**src/rtl/dm_arb.sv**
```systemverilog
// dm_arb -- data-memory port arbiter and access sequencer.
//
// Shares one data-memory port between the core load/store path (core_*) and
// an external loader/debug master (ext_*). Each access occupies the port for
// MEM_LAT cycles; completion raises a one-cycle ack to the owner and, for
// loads, updates the owner's registered rdata.
//
// Ports:
//   clk, rst_f              clock, synchronous active-high reset
//   core_req/we/addr/wdata  core access request (req held until core_ack)
//   core_rdata, core_ack    core load data / completion pulse
//   core_stall              core_req & ~core_ack, freezes core PC/IR load
//   ext_*                   same set for the external master (no stall)
//   dm_addr/wdata/we        memory port outputs (zero while idle)
//   dm_rdata                memory read data, valid in last access cycle
//   busy                    high while a grant is in progress
module dm_arb #(
  parameter int ADDR_W  = 16,
  parameter int DATA_W  = 32,
  parameter int MEM_LAT = 1
) (
  input  logic              clk,
  input  logic              rst_f,
  input  logic              core_req,
  input  logic              core_we,
  input  logic [ADDR_W-1:0] core_addr,
  input  logic [DATA_W-1:0] core_wdata,
  output logic [DATA_W-1:0] core_rdata,
  output logic              core_ack,
  output logic              core_stall,
  input  logic              ext_req,
  input  logic              ext_we,
  input  logic [ADDR_W-1:0] ext_addr,
  input  logic [DATA_W-1:0] ext_wdata,
  output logic [DATA_W-1:0] ext_rdata,
  output logic              ext_ack,
  output logic [ADDR_W-1:0] dm_addr,
  output logic [DATA_W-1:0] dm_wdata,
  output logic              dm_we,
  input  logic [DATA_W-1:0] dm_rdata,
  output logic              busy
);

  localparam int CNT_W = 3;
  localparam logic [CNT_W-1:0] CNT_LOAD = CNT_W'(MEM_LAT - 1);

  typedef enum logic [1:0] {
    IDLE     = 2'd0,
    GNT_CORE = 2'd1,
    GNT_EXT  = 2'd2
  } state_t;

  state_t              state_reg;
  logic                last_grant_reg;  // 1 = ext was granted last
  logic [ADDR_W-1:0]   a_reg;
  logic                we_reg;
  logic [DATA_W-1:0]   wd_reg;
  logic [CNT_W-1:0]    cnt_reg;
  logic                first_reg;

  // Per-requester vectors: bit 0 = core, bit 1 = ext.
  logic [1:0]          req_vec;
  logic [1:0]          ack_vec;
  logic [1:0]          elig;
  logic [1:0]          owner_vec;
  logic [2*DATA_W-1:0] rdata_vec;
  logic                pick_ext;
  logic                done;

  assign req_vec = {ext_req, core_req};
  // A requester whose ack is still high is masked so a held req is not
  // served a second time.
  assign elig    = req_vec & ~ack_vec;
  // Ext wins when it is the only one eligible, or on a tie when core was
  // granted last.
  assign pick_ext  = elig[1] & (~elig[0] | ~last_grant_reg);
  assign done      = (state_reg != IDLE) && (cnt_reg == '0);
  assign owner_vec = {state_reg == GNT_EXT, state_reg == GNT_CORE};

  always_ff @(posedge clk) begin
    if (rst_f) begin
      state_reg      <= IDLE;
      last_grant_reg <= 1'b1;
      a_reg          <= '0;
      we_reg         <= 1'b0;
      wd_reg         <= '0;
      cnt_reg        <= '0;
      first_reg      <= 1'b0;
    end else begin
      case (state_reg)
        IDLE: begin
          if (|elig) begin
            state_reg      <= pick_ext ? GNT_EXT : GNT_CORE;
            last_grant_reg <= pick_ext;
            a_reg          <= pick_ext ? ext_addr  : core_addr;
            we_reg         <= pick_ext ? ext_we    : core_we;
            wd_reg         <= pick_ext ? ext_wdata : core_wdata;
            cnt_reg        <= CNT_LOAD;
            first_reg      <= 1'b1;
          end
        end
        default: begin
          first_reg <= 1'b0;
          if (cnt_reg == '0) begin
            state_reg <= IDLE;
          end else begin
            cnt_reg <= cnt_reg - 1'b1;
          end
        end
      endcase
    end
  end

  // Completion side per requester: one-cycle ack and load-data capture.
  generate
    for (genvar gi = 0; gi < 2; gi++) begin : g_port
      logic              ack_reg;
      logic [DATA_W-1:0] rdata_reg;

      always_ff @(posedge clk) begin
        if (rst_f) begin
          ack_reg   <= 1'b0;
          rdata_reg <= '0;
        end else begin
          ack_reg <= done & owner_vec[gi];
          if (done && owner_vec[gi] && !we_reg) begin
            rdata_reg <= dm_rdata;
          end
        end
      end

      assign ack_vec[gi]                    = ack_reg;
      assign rdata_vec[gi*DATA_W +: DATA_W] = rdata_reg;
    end
  endgenerate

  assign busy       = (state_reg != IDLE);
  assign dm_addr    = busy ? a_reg  : '0;
  assign dm_wdata   = busy ? wd_reg : '0;
  // Gated by first_reg so a multi-cycle store writes once; gated by rst_f
  // so a store starting under reset never reaches memory.
  assign dm_we      = busy & we_reg & first_reg & ~rst_f;

  assign core_ack   = ack_vec[0];
  assign ext_ack    = ack_vec[1];
  assign core_rdata = rdata_vec[0 +: DATA_W];
  assign ext_rdata  = rdata_vec[DATA_W +: DATA_W];
  assign core_stall = core_req & ~ack_vec[0];

endmodule

```
**config.mk**
```make
export PLATFORM = sky130hd
export DESIGN_NAME = dm_arb
export DESIGN_NICKNAME = d
export VERILOG_FILES = /design/src/rtl/dm_arb.sv
export SDC_FILE = /design/constraint.sdc
export NUM_CORES = 1
export LEC_CHECK = 0
export BUFFER_PORTS_ARGS = -buffer_cell sky130_fd_sc_hd__clkbuf_2
export CAP_MARGIN = 5
export CORE_UTILIZATION = 49
export CTS_CLUSTER_DIAMETER = 200
export CTS_CLUSTER_SIZE = 16
export DETAILED_ROUTE_END_ITERATION = 10
export HOLD_SLACK_MARGIN = 0.02
export PLACE_DENSITY = 0.89
export RECOVER_POWER = 100
export SLEW_MARGIN = 20
export SYNTH_ARGS = -nofsm -noshare
export SYNTH_HDL_FRONTEND = slang
export SYNTH_SLANG_ARGS = --single-unit
```
**constraint.sdc**
```tcl
create_clock -name clk -period 3.5 [get_ports clk]
set_input_delay 0.175 -clock clk [delete_from_list [all_inputs] [get_ports clk]]
set_output_delay 0.175 -clock clk [all_outputs]
set_load 0.05 [all_outputs]
```
==> results.sh <==
export IMPL_slew_viol_final=33
export IMPL_reg2reg_to="wd_reg[19]$_SDFFE_PP0P_"
export IMPL_cp_slowest_stage_delay_ns=0.99
export IMPL_die_area_um2=10200
export IMPL_layout_common_cells="clkbuf_2, nand2_1, dlygate4sd3_1"
export IMPL_peakVddDrop_mv=0.345
export IMPL_clkLatencyLatePin_ns=0.50
export IMPL_fp_coreArea_um2=9370
export IMPL_start_util=0.513
export IMPL_grt_setup_unrepaired="false"
export IMPL_seq_area_frac_synth=0.508
export IMPL_critical_path_class="flop to primary output"
export IMPL_arrival_ns=2.81
export IMPL_worst_slew_pin_slew_ns=1.78
export IMPL_fin_crit_sh=0.854
export IMPL_syn_cell_area_um2=4800
export IMPL_synthToLayoutAreaGrowth_pct=65.8
export IMPL_fillers=497
export IMPL_synth_cell_type_count=25
export IMPL_leakagePower_nw=3.45
export IMPL_fin_tns_setup_ns=0
export IMPL_async_flop_share=0
export IMPL_vias=5768
export IMPL_die_w_um=101
export IMPL_rows=35
export IMPL_fin_crit_ns=2.99
export IMPL_grt_usage=0.374
export IMPL_endpoint="dm_addr[0]"
export IMPL_final_common_cell="clkbuf_2"
export IMPL_r2r_cells=6
export IMPL_status="complete, but fails checks"
export IMPL_yosysTopAreaCellShare=0.508
export IMPL_finalSetupViolations=0
export IMPL_ys_seq_elements=122
export IMPL_critPathBufInv=2
export IMPL_wl_per_cell_um=18.0
export IMPL_port_buffers=250
export IMPL_grt_pass1_wl_um=29200
export IMPL_crit_path_max_fanout=52
export IMPL_clkTransAtPathRegs_ns=0.06
export IMPL_die_h_um=101
export IMPL_synth_adder_area_share=0.00521
export IMPL_hold_path_startpoint="rst_f"
export IMPL_min_path_cells=2
export IMPL_dp_hpwl_um=9810
export IMPL_grt_pass1_vias=5946
export IMPL_synth_top_family_by_area="simple AND/OR/NAND/NOR gates"
export IMPL_final_cell_count_no_fill=1058
export IMPL_drive_above_1_share=0.241
export IMPL_first_iter_violations=264
export IMPL_hold_ws_ns=0.106
export IMPL_required_ns=3.32
export IMPL_r2r_slack_ns=0.64
export IMPL_fin_skew_ns=0.0106
export IMPL_cts_htree_levels=4
export IMPL_ant_nets=0
export IMPL_dr_pass1_iters=5
export IMPL_synth_net_count=690
export IMPL_layout_nets=1052
export IMPL_yosys_warnings=0
export IMPL_syn_inst=554
export IMPL_cp_slowest_cell="inv_1"
export IMPL_gr_total_overflow=0
export IMPL_cts_resized=0
export IMPL_synth_enable_flop_cells=0
export IMPL_startpoint="state_reg[1]$_SDFFE_PP0P_"
export IMPL_clock_path_buffers=2
export IMPL_remaining_drc_errors=0
export IMPL_place_gp_congestion=0.835
export IMPL_hp_class="input pin to flop"
export IMPL_start_kind="flop"
export IMPL_cts_tree="built"
export IMPL_synth_main_ff_cell="dfxtp_1"
export IMPL_finish_utilization=0.850
export IMPL_wl_um=19100
export IMPL_power_density_nw_per_um2=538
export IMPL_r2r_start="core_ack$_SDFF_PP0_"
export IMPL_hold_viol=0
export IMPL_grt_max_degree=61
export IMPL_root_buffer="clkbuf_8"
export IMPL_cts_sinks=122
export IMPL_synth_compound_area_frac=0.186
export IMPL_synth_xor_area_frac=0
export IMPL_synth_mux_area_frac=0
export IMPL_crit_cells=4
export IMPL_dp_cells=895
export IMPL_fin_ws_ns=0.513
export IMPL_antenna_found_initial=0
export IMPL_max_cap_violations=1
export IMPL_endpoint_kind="primary output"
export IMPL_fmax_mhz=335
export IMPL_via_per_inst=5.45
export IMPL_synthSimpleGateAreaFrac=0.260
export IMPL_slew_headroom=-0.188
export IMPL_antenna_cells=0
export IMPL_ios=251
export IMPL_violations="max-capacitance violations, max-slew violations"
export IMPL_cp_top_family="buffers and inverters"
export IMPL_syn_avg_cell_area_um2=8.67
export IMPL_synth_top_area_cell="dfxtp_1"
export IMPL_synthTopCellsByArea="dfxtp_1, and2_1, a221o_1"
export IMPL_dp_slack_ns=1.35
export IMPL_numCtsBuffers=17
export IMPL_crit_chain="nor2_1, inv_1, and2_1, clkbuf_1"
[how the worst min path moves through the flow]
stage / to / slack, ns
6_report: core_rdata[2]$_SDFFE_PP0P_ / 0.11
5_1_grt: ext_rdata[9]$_SDFFE_PP0P_ / 0.10
4_1_cts: ext_rdata[4]$_SDFFE_PP0P_ / 0.08
3_5_place_dp: wd_reg[22]$_SDFFE_PP0P_ / 0.40
3_3_place_gp: wd_reg[1]$_SDFFE_PP0P_ / 0.40
2_1_floorplan: core_rdata[0]$_SDFFE_PP0P_ / 0.31
[through the flow]
stage / area, um^2 / power [W]
final: 7970 / 0.00429
after global routing: 7970 / 0.00442
after CTS: 8040 / 0.00423
after detailed placement: 6100 / 0.00222
after global placement: 6100 / 0.00220
after floorplan: 4800 / 0.00202
[synth_stat cells, types with 3 or more instances]
| cell type | instances |
|---|---|
| a221o_1 | 49 |
| buf_1 | 3 |
| dfxtp_1 | 122 |
| buf_2 | 6 |
| nor3_1 | 5 |
| nand2_1 | 130 |
| and2_1 | 97 |
| clkbuf_1 | 32 |
| or2_2 | 4 |
| nor2_1 | 10 |
| nand2b_1 | 5 |
| inv_1 | 5 |
| a21oi_1 | 70 |
[power breakdown]
| group | switching (W) | internal [W] | leakage [nW] | total [W] |
|---|---|---|---|---|
| sequential | 0.0000709 | 0.00149 | 0.997 | 0.00156 |
| combinational | 0.000510 | 0.000329 | 2.16 | 0.000840 |
| clock | 0.000650 | 0.00123 | 0.298 | 0.00188 |
[routing by layer]
metal / track usage / vias up / routed length, um
met5: 0 / - / 0
met4: 0.246 / 0 / 1090
met3: 0.110 / 94 / 1800
met2: 0.660 / 421 / 9460
met1: 0.386 / 2654 / 6720
li1: - / 2599 / -
[timing repair]
item                      4_1_cts  5_1_grt
hold endpoints to repair      113        0
setup buffers                   0        0
hold buffers                  130        0
[final cells by class]
type	count	area (um^2)	share of cell area
timing repair buffer	386	2520	0.316
multi-input combinational	384	2190	0.275
tap	129	161	0.0203
inverter	5	18.8	0.00236
clock buffer	18	418	0.0524
sequential	122	2440	0.307
clock inverter	14	220	0.0276
[worst reg2reg max path, cell delays in order, from the launching register on]
cell and delay (ns):
dfxtp_1 0.31, nor2b_1 0.50, a211oi_4 0.12, clkbuf_2 0.51
and2_0 0.42, a221o_1 0.31, dlygate4sd3_1 0.58
[kinds of logic (layout without fill, tap and decap cells)]
family          count (synthesis)  count (layout)
compound gates                126             126
buf+inv                        48             423
simple gates                  256             256
flops                         122             122
fa+ha+maj                       2               2
No activity file was read; power rests on OpenSTA's default activity.
